==> config.mk <==
export PLATFORM = sky130hd
export DESIGN_NAME = piso_serializer
export DESIGN_NICKNAME = d
export VERILOG_FILES = /design/src/rtl/piso_serializer.sv
export SDC_FILE = /design/constraint.sdc
export NUM_CORES = 1
export LEC_CHECK = 0
export CAP_MARGIN = 10
export CORE_ASPECT_RATIO = 0.75
export CORE_UTILIZATION = 40
export DETAILED_ROUTE_END_ITERATION = 8
export PLACE_DENSITY_LB_ADDON = 0.15
export SLEW_MARGIN = 20
export SYNTH_ARGS = -nofsm -noshare
export SYNTH_HDL_FRONTEND = slang
export SYNTH_SLANG_ARGS = --single-unit
==> constraint.sdc <==
create_clock -name clk -period 2.35 [get_ports clk]
set_input_delay 0.235 -clock clk [delete_from_list [all_inputs] [get_ports clk]]
set_output_delay 0.235 -clock clk [all_outputs]
set_load 0.005 [all_outputs]
==> src/rtl/piso_serializer.sv <==
// piso_serializer: parallel-in / serial-out transmitter.
// Accepts a WIDTH-bit word on a valid/ready handshake and shifts it out one bit
// per bit period (CLKS_PER_BIT clocks) on serial_out. TB pulses on the first clock
// of every bit period and acts as the shift enable of the receiving SIPO. done
// pulses for one clock after the final bit period.
//
// Ports:
//   clk         in   rising-edge clock
//   reset       in   asynchronous reset, active low
//   D           in   parallel word, sampled only on valid && ready
//   valid       in   source presents a word on D
//   ready       out  idle, a word is accepted this cycle
//   serial_out  out  serial data bit
//   TB          out  bit strobe, high on the first clock of each bit period
//   done        out  one-cycle pulse after the last bit period
//
// All outputs are registered.
module piso_serializer #(
    parameter int unsigned WIDTH        = 32,
    parameter int unsigned CLKS_PER_BIT = 1,
    parameter bit          MSB_FIRST    = 1'b1
) (
    input  logic             clk,
    input  logic             reset,
    input  logic [WIDTH-1:0] D,
    input  logic             valid,
    output logic             ready,
    output logic             serial_out,
    output logic             TB,
    output logic             done
);

    localparam int unsigned BIT_CNT_W = $clog2(WIDTH + 1);
    localparam int unsigned PER_CNT_W = (CLKS_PER_BIT > 1) ? $clog2(CLKS_PER_BIT) : 1;

    localparam logic [BIT_CNT_W-1:0] LAST_BIT = BIT_CNT_W'(WIDTH - 1);
    localparam logic [PER_CNT_W-1:0] LAST_PER = PER_CNT_W'(CLKS_PER_BIT - 1);

    typedef enum logic [1:0] {
        S_IDLE  = 2'd0,
        S_SHIFT = 2'd1,
        S_DONE  = 2'd2
    } state_t;

    state_t               state,      state_n;
    logic [WIDTH-1:0]     shreg,      shreg_n;
    logic [BIT_CNT_W-1:0] bit_cnt,    bit_cnt_n;
    logic [PER_CNT_W-1:0] per_cnt,    per_cnt_n;
    logic                 ready_n;
    logic                 serial_n;
    logic                 tb_n;
    logic                 done_n;

    // Shift register advanced one position toward the transmitted head bit.
    logic [WIDTH-1:0] shreg_adv_c;
    always_comb begin
        if (MSB_FIRST) begin
            shreg_adv_c = {shreg[WIDTH-2:0], 1'b0};
        end else begin
            shreg_adv_c = {1'b0, shreg[WIDTH-1:1]};
        end
    end

    // State and output registers.
    always_ff @(posedge clk or negedge reset) begin
        if (!reset) begin
            state      <= S_IDLE;
            shreg      <= '0;
            bit_cnt    <= '0;
            per_cnt    <= '0;
            ready      <= 1'b1;
            serial_out <= 1'b0;
            TB         <= 1'b0;
            done       <= 1'b0;
        end else begin
            state      <= state_n;
            shreg      <= shreg_n;
            bit_cnt    <= bit_cnt_n;
            per_cnt    <= per_cnt_n;
            ready      <= ready_n;
            serial_out <= serial_n;
            TB         <= tb_n;
            done       <= done_n;
        end
    end

    // Next state, datapath and next registered outputs.
    always_comb begin
        state_n   = state;
        shreg_n   = shreg;
        bit_cnt_n = bit_cnt;
        per_cnt_n = per_cnt;
        ready_n   = 1'b0;
        serial_n  = 1'b0;
        tb_n      = 1'b0;
        done_n    = 1'b0;

        case (state)
            S_IDLE: begin
                if (valid && ready) begin
                    shreg_n   = D;
                    bit_cnt_n = '0;
                    per_cnt_n = '0;
                    state_n   = S_SHIFT;
                end
            end
            S_SHIFT: begin
                // End of a bit period: present the next bit, or finish after the last one.
                if (per_cnt == LAST_PER) begin
                    per_cnt_n = '0;
                    shreg_n   = shreg_adv_c;
                    bit_cnt_n = bit_cnt + BIT_CNT_W'(1);
                    if (bit_cnt == LAST_BIT) begin
                        state_n = S_DONE;
                    end
                end else begin
                    per_cnt_n = per_cnt + PER_CNT_W'(1);
                end
            end
            S_DONE: begin
                state_n = S_IDLE;
            end
            default: begin
                state_n = S_IDLE;
            end
        endcase

        // Outputs are derived from the next state so they line up with it after the edge.
        ready_n = (state_n == S_IDLE);
        done_n  = (state_n == S_DONE);
        if (state_n == S_SHIFT) begin
            tb_n     = (per_cnt_n == '0);
            serial_n = MSB_FIRST ? shreg_n[WIDTH-1] : shreg_n[0];
        end
    end

endmodule

# After elaboration in Yosys (flattened, before gate mapping)
# Index checks and enable logic that the tools add are counted.
# word_totals
register_bits	45
word_cells	38
output_inout_bits	4
in_bits	35
# op_classes
bitwise	1
reduce_logical	5
n_addsub	2
n_mux	15
n_eq_ne	6
# ops
operator	count
$mux 32	2
$pmux 32 s2	1
$mux 6	2
$pmux 6 s2	1
$add 6x1->6 const B	1
$eq 6x5->1 const B	1
$mux 2	3
$eq 2x1->1 const B	2
$logic_not 2->1	2
$mux 1	4
$ne 2x2->1 const B	2
$pmux 2 s2	1
$reduce_and 3->1	1
$eq 2x2->1 const B	1
$pmux 1 s2	1
$reduce_bool 2->1	1
$add 1x1->1 const B	1
$logic_and 1x1->1	1
$not 1->1	1

# Depth between registers and ports, before layout
# Gate-level depths: netlist (run 1).
# logic_depth
word_depth	6
depth_mapped	5
mapped_depth_nobuf	4

# Worst setup path before layout (run 1)
# OpenSTA, ideal clock, no wires.
# synth_timing
path_kind	register to register
start	register state[1]
end	register bit_cnt[5]
arrival_time_ps	1532
stages_incl_launch_ff	5
setup_slack_ps	740
t_required_ps	2273
setup_time_ps	77
synth_period_minus_slack_ps	1610
n_path_buf	1
path_cell_list	dfrtp_1 or3b_1 clkbuf_2 or4_1 a21oi_1
# synth_via
elab_chain_cells	3
elab_cells_between_ends	7
cone_classes	3 x eq/ne; 1 x mux; 3 x reduce/logical
# synth_lines
element	line	source
start, declared	45	state_t state, state_n;
start signal, assigned	76	state <= state_n;
$eq 2x1->1 / $logic_not 2->1 (equally long branches)	98	case (state)
$ne 2x2->1 (no line) / $reduce_bool 2->1 (equally long branches)	-	
$reduce_and 3->1 (no line)	-	
end signal, assigned	78	bit_cnt <= bit_cnt_n;
end, declared	47	logic [BIT_CNT_W-1:0] bit_cnt, bit_cnt_n;
# Several ways; a longest one is shown, not always the timed one.
# A chain may end at the register's enable or synchronous reset.

# Worst setup path in the final report (run 1)
# Ends and elaborated chain as after synthesis.

==> results by group, run 1 <==
Run status
  • Status: completed

GRT
  • Total Routing Usage GR: between 15 and 20%
  • Vias in the first global route: 1399
  • First-pass GRT wire length: between 6 and 7 mm
  • Largest net degree at the start of global routing: between 40 and 50
  • Initial antenna violation count: 0
  • Grt ovf: 0

Synth
  • Simple-gate portion of the synthesized area: 8.06%
  • Synth Net Count: between 150 and 200
  • Post-Synth Adder-Cell Area: less than 1%
  • Area leader, netlist: dfrtp_1
  • Seq/Total Area, Yosys: 58.1%
  • Post-synthesis compound-gate area fraction: around 30%
  • Multiplexer area fraction after synthesis: 1.16%
  • Synth Area in XOR/XNOR: 0%
  • FF+latch count, synth: 45
  • Top cells by area, synth: dfrtp_1 (57%), a22o_1 (14%), a21o_1 (12%)
  • Post-Syn Instances: between 150 and 200
  • Largest family of logic cells by synthesized area: compound AO/OA/AOI/OAI gates
  • Mapped Area: 0.00194 mm2
  • Top cell type's share of synthesized area: 56.7%
  • Avg Cell Area, Syn: approximately 12 um2
  • Library cells used by synthesis: 29
  • Ys Warns: 0

STA
  • Max-slew violations: 0
  • Hold Slack: about 0.48 ns
  • Post-layout min period: 1.74 ns
  • RSZ-0062 raised after global routing: no
  • Tcrit/Tclk final: about 74%
  • Fin. Hold Viols: 0
  • Setup TNS: 0 ns
  • Clock Skew: ~0.0081 ns
  • Fmax: ~570 MHz
  • Setup violators final: 0
  • Slew @ Worst Pin: approximately 0.77 ns
  • Slew HR: between 40 and 50%

Clock network
  • CTS max path bufs: 2
  • CTS tree: done
  • TritonCTS sink count: 45
  • Clock latency on the worst-skew pair: ~0.29 ns
  • Post-CTS setup buffer count: 0
  • Clock root buffer: clkbuf_8
  • Reg clk slew, reported paths: ~0.080 ns
  • Post-CTS sizing: 0
  • CTS Buf Count: 5
  • Clock H-tree levels: 2

Route
  • Via-per-instance ratio: about 5.4
  • Drt total wl: 3.98 mm
  • Wire length per cell: 15.5 um
  • Antenna viol nets, final: 0
  • DRT Pass-1 Iters: 4
  • Drc violations: 0
  • Vias: 1399
  • Starting DRT DRC Count: 68

Critical path
  • Setup crit end kind: register
  • CP required: 2.57 ns
  • CP max FO: 8
  • Data arrival, critical path: approximately 2.0 ns
  • WS Path Type: reg2reg
  • Worst Setup Start Kind: register

Power and ir drop
  • Static leakage: between 1 and 1.5 nW
  • IR drop worst, VDD: roughly 0.43 mV
  • Cell area power density: ~940 mW/mm2

Die
  • # rows: 21
  • Core footprint: between 0.004 and 0.005 mm2
  • I/O Pins: 39
  • Die ar.: roughly 0.0051 mm2
  • Die W: 82.4 um
  • Initial Utilization: 42.4%
  • Die H: 62.3 um

Min path
  • Hold WC Path Type: in2async

Place
  • PortBufs: 38
  • Post-DP HPWL: 2.69 mm
  • Routability congestion estimate: between 0.7 and 0.8
  • Placed cell area: roughly 0.0024 mm2

Final layout
  • Filler cells: between 400 and 500
  • Final Cell Area: around 0.0025 mm2
  • ANT cells: 0
  • Area Overhead vs Synth: 27.5%
  • Core Util, Final: between 50% and 60%
  • Layout cells sized above 1: around 9%
  • Nets: approximately 240

Job
  • Max_cap viols: 0
==> what timing repair did <==
action,in CTS,in global routing
hold endpoints to repair,0,44
setup endpoints to repair,0,0
hold buffers,0,1
==> cells by family after synthesis <==
kind of cell               Yosys count
adders and majority gates            1
AOI/OAI and AO/OA                   73
and+or+nand+nor                     27
muxes                                2
buffers and inverters               13
DFF                                 45
==> synthesized netlist by cell type <==
library cell	instances
a22o_1	30
o211ai_1	1
o31ai_1	1
dfstp_2	1
and4bb_2	1
mux2_2	2
nand2_1	8
nand3_1	3
clkbuf_1	6
nor4bb_1	1
a32o_1	1
inv_1	2
nor3b_2	1
buf_2	2
ha_1	1
nor2_1	4
or4_1	1
a21o_1	31
or3b_1	1
nor4_1	1
and2_1	3
dfrtp_1	44
o21ai_0	4
or3_1	2
clkbuf_2	1
a21oi_1	4
a311oi_1	1
or2b_1	1
buf_1	2
==> final cells by class <==
cell class / count / area, um2 / area share (%)
clock inverter: 1 / 5.00 / 0.202
timing repair buffer: 44 / 425 / 17.2
multi-input combinational: 103 / 769 / 31.1
clock buffer: 5 / 68.8 / 2.78
tap: 57 / 71.3 / 2.88
sequential: 45 / 1130 / 45.6
inverter: 2 / 7.51 / 0.303
==> report_power, final <==
part | total (W) | internal [W] | switching (W)
Combinational | 0.000727 | 0.000412 | 0.000315
Sequential | 0.00115 | 0.00100 | 0.000150
Clock | 0.000440 | 0.000196 | 0.000244
Total | 0.00232 | 0.00161 | 0.000709
==> critical path, cell delays in order (launching register included) <==
cell and delay, ns:
dfrtp_1 0.47, or3b_1 0.51, or4_1 0.53, a21oi_1 0.16
==> sequential cells by signal (all words and copies together) (netlist names) <==
name,count
done,1
TB,1
per_cnt,1
serial_out,1
ready,1
bit_cnt,6
state,2
shreg,32
==> routing by layer <==
| metal | vias up | part of all wire [%] | global-route usage (%) | wire, um |
|---|---|---|---|---|
| li1 | 681 | - | - | - |
| met1 | 683 | 50 | 23.9 | 1980 |
| met2 | 28 | 44 | 25.4 | 1770 |
| met3 | 7 | 4.5 | 4.85 | 180 |
| met4 | 0 | 1.3 | 5.92 | 50 |
| met5 | - | 0 | 0 | 0 |
==> metrics by stage <==
stage	total power, W	worst slack (ns)	instances
global route	0.00248	0.484	257
global placement	0.00186	0.598	250
floorplan	0.00164	0.740	161
CTS	0.00235	0.602	256
detailed placement	0.00191	0.555	250
finish	0.00232	0.606	257
==> layout by cell type, fill, tap and decap left out <==
master,netlist,final
a21oi_1,4,4
a32o_1,1,1
nor3b_4,0,1
dlygate4sd3_1,0,1
or2b_1,1,1
o211ai_1,1,1
nor4bb_1,1,1
and4bb_2,1,1
nor4_1,1,1
o21ai_0,4,4
o31ai_1,1,1
mux2_2,2,2
ha_1,1,1
clkdlybuf4s50_1,0,37
nand2_1,8,8
nor2_2,0,1
or3_1,2,2
buf_4,0,6
dfrtp_1,44,44
clkinv_2,0,1
clkbuf_8,0,5
a22o_1,30,30
inv_1,2,2
or3b_1,1,1
nand3_1,3,3
a311oi_1,1,1
nor2_1,4,3
or4_1,1,1
a21o_1,31,31
and2_1,3,3
dfstp_2,1,1
==> final timing paths <==
| check | start | end | slack [ns] | cells after the start |
|---|---|---|---|---|
| max | state[1] | bit_cnt[5] | 0.61 | 3 |
| min | reset | state[1] | 0.48 | 2 |
| max reg2reg | state[1] | bit_cnt[5] | 0.61 | 3 |
| min reg2reg | shreg[29] | shreg[29] | 0.48 | 1 |
| max in group asynchronous | reset | shreg[12] | 1.49 | 2 |
| min in group clk | shreg[29] | shreg[29] | 0.48 | 1 |
(Power assumes the default switching activity.)
==> run 2: changes to the inputs <==
clock period = 1.4 ns   (was 2.35 ns; I/O delays follow)
==> results by group, run 2 (synthesis gave the netlist of run 1 again) <==
Critical path
  • CP Launch Point: state[1] (unchanged)
  • CP Cell Sequence: or3b_4 -> or4_4 -> a21oi_2 (was or3b_1 -> or4_1 -> a21oi_1)
  • Setup crit end kind: register (unchanged)
  • Reg-to-reg startpoint: state[1] (unchanged)
  • CP required: 1.64 ns (was 2.57 ns)
  • Worst Setup Start Kind: register (unchanged)
  • Critical-path top delay cell: or3b_4 (was or4_1)
  • Data arrival, critical path: 1.72 ns (was 1.97 ns)
  • CP max FO: 6 (was 8)
  • Max incr delay on CP: 0.44 ns (was 0.53 ns)
  • WS Path Type: reg2reg (unchanged)

Final layout
  • Commonest non-fill, non-tap cell in the layout: dfrtp_1 (unchanged)
  • Biggest regs: shreg x32, bit_cnt x6, state x2 (unchanged)
  • Most frequent cells in the layout: dfrtp_1 (44), clkdlybuf4s50_1 (36), a21o_1 (31) (was dfrtp_1 (44), clkdlybuf4s50_1 (37), a21o_1 (31))
  • Nets: 254 (was 237)
  • Layout cells sized above 1: 19.7% (was 9.00%)
  • Area Overhead vs Synth: 41.3% (was 27.5%)
  • Largest register FFs: 32 (unchanged)
  • Largest Register: shreg (unchanged)
  • ANT cells: 0 (unchanged)

GRT
  • Vias in the first global route: 1558 (was 1399)
  • Total Routing Usage GR: 20.0% (was 17.1%)
  • Grt ovf: 0 (unchanged)
  • Initial antenna violation count: 0 (unchanged)
  • First-pass GRT wire length: 7.45 mm (was 6.56 mm)
  • Largest net degree at the start of global routing: 30 (was 46)

Clock network
  • Clock latency on the worst-skew pair: 0.31 ns (was 0.29 ns)
  • CTS Buf Count: 5 (unchanged)
  • TritonCTS sink count: 45 (unchanged)
  • Clock root buffer: clkbuf_8 (unchanged)
  • Reg clk slew, reported paths: 0.08 ns (about the same)
  • CTS tree: done (unchanged)
  • Clock H-tree levels: 2 (unchanged)
  • CTS max path bufs: 2 (unchanged)

STA
  • Clock Skew: 0.00783 ns (was 0.00812 ns)
  • Worst Slack Setup Final: -0.0851 ns (was 0.606 ns)
  • Setup violators final: 33 (was 0)
  • Slew @ Worst Pin: 0.406 ns (was 0.773 ns)
  • Slew HR: 72.9% (was 48.0%)
  • Post-layout min period: 1.49 ns (was 1.74 ns)
  • Tcrit/Tclk final: 106% (was 74.2%)
  • Hold Slack: 0.288 ns (was 0.478 ns)
  • Fin. Hold Viols: 0 (unchanged)
  • RSZ-0062 raised after global routing: yes (was no)
  • Fmax: 673 MHz (was 573 MHz)
  • Max-slew violations: 0 (unchanged)

Die
  • Die W: 82.4 um (unchanged)
  • Die H: 62.3 um (unchanged)
  • Die ar.: 0.00514 mm2 (unchanged)
  • # rows: 21 (unchanged)
  • I/O Pins: 39 (unchanged)
  • Core footprint: 0.00457 mm2 (unchanged)
  • Initial Utilization: 42.4% (unchanged)

Place
  • Post-DP HPWL: 2.95 mm (was 2.69 mm)
  • PortBufs: 38 (unchanged)
  • Routability congestion estimate: 0.788 (was 0.703)

Route
  • Drc violations: 0 (unchanged)
  • Vias: 1532 (was 1399)
  • Antenna viol nets, final: 0 (unchanged)
  • DRT Pass-1 Iters: 4 (unchanged)
  • Drt total wl: 4.56 mm (was 3.98 mm)
  • Via-per-instance ratio: 5.57 (was 5.44)
  • Wire length per cell: 16.6 um (was 15.5 um)
  • Starting DRT DRC Count: 75 (was 68)

Job
  • Max_cap viols: 0 (unchanged)

Power and ir drop
  • Cell area power density: 1640 mW/mm2 (was 938 mW/mm2)
  • Total power: 0.00450 W (was 0.00232 W)
  • Static leakage: 1.48 nW (was 1.34 nW)
  • IR drop worst, VDD: 0.840 mV (was 0.430 mV)

Run status
  • Violated checks: setup timing
  • Status: complete, but fails checks (was completed)

Min path
  • Hold WC Path Type: in2async (unchanged)
==> run 2: changes by cell type in the layout (fill, tap and decap cells not counted), sizes merged <==
cell | previous run | this run
clkbuf | 5 | 6
buf | 6 | 22
dlygate4sd2 | 0 | 1
bufinv | 0 | 1
clkdlybuf4s50 | 37 | 36
==> run 2: stage by stage <==
| stage | setup WS (ns) | instance area (um2) | setup TNS (ns) | util [%] | cells |
|---|---|---|---|---|---|
| 2_1_floorplan | -0.0862 | 1970 | -0.137 | - | 161 |
| 3_3_place_gp | -0.161 | 2490 | -4.69 | 54.4 | 260 |
| 3_5_place_dp | -0.216 | 2490 | -5.92 | 54.4 | 260 |
| 4_1_cts | -0.0479 | 2660 | -0.763 | 58.2 | 272 |
| 5_1_grt | -0.139 | 2740 | -3.10 | 60.0 | 275 |
| 6_report | -0.0851 | 2740 | -1.47 | 60.0 | 275 |
==> run 2: power by group <==
group | leakage, nW | internal, W | switching [W]
clock network | 0.0540 | 0.000519 | 0.000435
logic | 0.829 | 0.000941 | 0.000672
registers | 0.594 | 0.00168 | 0.000247
==> run 2: layout make-up <==
class	instances	area, um2
Tap cell	57	71.3
Inverter	2	7.51
Clock inverter	2	35.0
Multi-Input combinational cell	103	811
Timing Repair Buffer	61	622
Clock buffer	5	68.8
Sequential cell	45	1130
Fill cell	384	1830
==> run 2: repair_timing <==
action | CTS | global route
hold endpoints to repair | 15 | 0
pin swaps | 11 | 13
cloned | 1 | 2
setup buffers | 4 | 1
hold buffers | 1 | 0
gates resized for setup | 11 | 10
endpoints found under the setup margin | 34 | 41
==> run 2: path summary, 6_finish.rpt <==
kind	slack [ns]	depth (start not counted)	endpoint
min reg2reg	0.48	1	shreg[2]
max in group asynchronous	0.62	3	shreg[9]
max reg2reg	-0.09	3	bit_cnt[5]
min	0.29	2	shreg[0]
min in group clk	0.40	3	shreg[0]
max	-0.09	3	bit_cnt[5]
==> run 2: metal layers <==
| metal | GRT usage [%] | part of all wire, % | up-vias |
|---|---|---|---|
| li1 | - | - | 723 |
| met1 | 27.2 | 47 | 759 |
| met2 | 28.5 | 44 | 38 |
| met3 | 6.32 | 6.1 | 12 |
| met4 | 9.87 | 2.7 | 0 |
| met5 | 0 | 0 | - |
==> run 2: critical path: cells and delay by family (launching register included) <==
family / cells / cell delay [ns]
flops: 1 / 0.43
simple gates: 2 / 0.87
compound gates: 1 / 0.13
==> run 3: changes to the inputs <==
--- a/config.mk
+++ b/config.mk
@@ -11,5 +11,5 @@
 export DETAILED_ROUTE_END_ITERATION = 8
 export PLACE_DENSITY_LB_ADDON = 0.15
-export SLEW_MARGIN = 20
+export SLEW_MARGIN = 25
 export SYNTH_ARGS = -nofsm -noshare
 export SYNTH_HDL_FRONTEND = slang
==> constraint.sdc (replaced) <==
create_clock -name clk -period 1.4 [get_ports clk]
set_input_delay 0.35 -clock clk [delete_from_list [all_inputs] [get_ports clk]]
set_output_delay 0.35 -clock clk [all_outputs]
set_load 0.005 [all_outputs]
==> results by group, run 3 (synthesis gave the netlist of run 1 again) <==
Run status
  • Status: complete, but fails checks (unchanged)
  • Violated checks: setup timing (unchanged)

STA
  • Max-slew violations: 0 (unchanged)
  • Post-layout min period: 1.47 ns (was 1.49 ns)
  • Tcrit/Tclk final: 105% (was 106%)
  • Fin. Hold Viols: 0 (unchanged)
  • Fmax: 679 MHz (was 673 MHz)
  • Slew HR: 72.0% (was 72.9%)
  • Clock Skew: 0.00381 ns (was 0.00783 ns)
  • Slew @ Worst Pin: 0.420 ns (was 0.406 ns)
  • Worst Slack Setup Final: -0.0723 ns (was -0.0851 ns)
  • Setup violators final: 32 (was 33)
  • RSZ-0062 raised after global routing: yes (unchanged)
  • Hold Slack: 0.483 ns (was 0.288 ns)

Route
  • Antenna viol nets, final: 0 (unchanged)
  • Starting DRT DRC Count: 84 (was 75)
  • DRT Pass-1 Iters: 4 (unchanged)
  • Wire length per cell: 16.3 um (was 16.6 um)
  • Drc violations: 0 (unchanged)
  • Top Metal Used: met4 (unchanged)
  • Metal2 WL: 2.11 mm (was 2.03 mm)
  • Via-per-instance ratio: 5.54 (was 5.57)
  • Vias: 1539 (was 1532)
  • DRT met1 WL: 2.15 mm (was 2.13 mm)
  • Drt total wl: 4.53 mm (was 4.56 mm)
  • Routed wire length on met3: 188 um (was 280 um)

Final layout
  • Core Util, Final: 60.0% (about the same)
  • Largest Register: shreg (unchanged)
  • Biggest regs: shreg x32, bit_cnt x6, state x2 (unchanged)
  • Area Overhead vs Synth: 41.4% (was 41.3%)
  • Most frequent cells in the layout: dfrtp_1 (44), clkdlybuf4s50_1 (33), a21o_1 (31) (was dfrtp_1 (44), clkdlybuf4s50_1 (36), a21o_1 (31))
  • Filler cells: 388 (was 384)
  • Commonest non-fill, non-tap cell in the layout: dfrtp_1 (unchanged)
  • Layout cells sized above 1: 20.4% (was 19.7%)
  • ANT cells: 0 (unchanged)
  • Largest register FFs: 32 (unchanged)
  • Layout Cells excl Fill: 278 (was 275)
  • Nets: 256 (was 254)

Critical path
  • CP max FO: 7 (was 6)
  • Worst R2R End: shreg[15] (was bit_cnt[5])
  • Reg-to-reg startpoint: state[0] (was state[1])
  • R2R depth: 6 (was 3)
  • Data arrival, critical path: 1.71 ns (was 1.72 ns)
  • Worst Setup Start Kind: register (unchanged)
  • CP required: 1.64 ns (about the same)
  • Reg2reg setup slack: -0.07 ns (was -0.09 ns)
  • WS Path Type: reg2reg (unchanged)
  • Setup crit end kind: register (unchanged)

Place
  • Routability congestion estimate: 0.789 (was 0.788)
  • PortBufs: 38 (unchanged)
  • Post-DP HPWL: 2.94 mm (was 2.95 mm)
  • Place WS: -0.372 ns (was -0.216 ns)
  • # placed instances: 260 (unchanged)

Die
  • I/O Pins: 39 (unchanged)
  • Die W: 82.4 um (unchanged)
  • Core footprint: 0.00457 mm2 (unchanged)
  • # rows: 21 (unchanged)
  • Initial Utilization: 42.4% (unchanged)
  • Die H: 62.3 um (unchanged)
  • Die ar.: 0.00514 mm2 (unchanged)

Min path
  • Hold WC Path Type: reg2reg (was in2async)
  • Hold_sp: shreg[12]
  • Hold Path End: shreg[12]
  • Hold-critical path depth: 1

Power and ir drop
  • Static leakage: 1.48 nW (about the same)
  • IR drop worst, VDD: 0.593 mV (was 0.840 mV)
  • Cell area power density: 1580 mW/mm2 (was 1640 mW/mm2)
  • Total power: 0.00432 W (was 0.00450 W)

GRT
  • First-pass GRT wire length: 7.22 mm (was 7.45 mm)
  • Initial antenna violation count: 0 (unchanged)
  • Largest net degree at the start of global routing: 30 (unchanged)
  • Grt ovf: 0 (unchanged)
  • Vias in the first global route: 1591 (was 1558)
  • Total Routing Usage GR: 18.7% (was 20.0%)

Clock network
  • CTS Buf Count: 5 (unchanged)
  • CTS tree: done (unchanged)
  • TritonCTS sink count: 45 (unchanged)
  • Clock latency on the worst-skew pair: 0.29 ns (was 0.31 ns)
  • Reg clk slew, reported paths: 0.08 ns (about the same)
  • Clock root buffer: clkbuf_8 (unchanged)
  • Clock H-tree levels: 2 (unchanged)
  • CTS max path bufs: 2 (unchanged)

Job
  • Max_cap viols: 0 (unchanged)
==> run 3: final cells by class <==
class	instances	area, um2	area share [%]
clock buffer	8	80.1	2.92
inverter	2	7.51	0.274
multi-input combinational	103	813	29.6
sequential	45	1130	41.1
tap	57	71.3	2.60
timing repair buffer	63	644	23.5
==> run 3: metal layers <==
metal | vias up | GRT usage (%)
met4 | 0 | 7.68
met1 | 777 | 25.4
met5 | - | 0
met3 | 10 | 4.85
li1 | 718 | -
met2 | 34 | 28.1
==> run 3: where the power goes <==
part | total [W] | switching (W) | internal [W]
Sequential | 0.00194 | 0.000257 | 0.00168
Combinational | 0.00162 | 0.000672 | 0.000943
Clock | 0.000768 | 0.000413 | 0.000355
Total | 0.00432 | 0.00134 | 0.00298
==> run 3: worst max path at each step <==
stage	startpoint	to	depth (start not counted)
2_1_floorplan	per_cnt	bit_cnt[5]	4
3_3_place_gp	valid	shreg[23]	5
3_5_place_dp	valid	shreg[30]	5
4_1_cts	state[1]	bit_cnt[5]	3
5_1_grt	state[0]	shreg[17]	6
6_report	state[0]	shreg[15]	6
==> run 3: what timing repair did <==
item | CTS | global route
cloned | 1 | 3
resized for setup | 16 | 15
pin swaps | 3 | 12
endpoints found under the hold margin | 15 | 0
hold buffers | 1 | 0
endpoints found under the setup margin | 37 | 39
buffers inserted | 1 | 4
==> run 3: through the flow <==
step / cell area, um2 / TNS [ns]
floorplan: 1970 / -0.137
global placement: 2490 / -11.08
detailed placement: 2490 / -12.18
CTS: 2620 / -0.473
global route: 2740 / -2.89
finish: 2740 / -1.34
==> run 3: critical path: stages, from the launching register on <==
cell and delay, ns:
dfrtp_1 0.42, buf_6 0.14, nor3b_4 0.15, buf_6 0.13
nor2_4 0.25, clkbuf_16 0.21, a21o_1 0.11
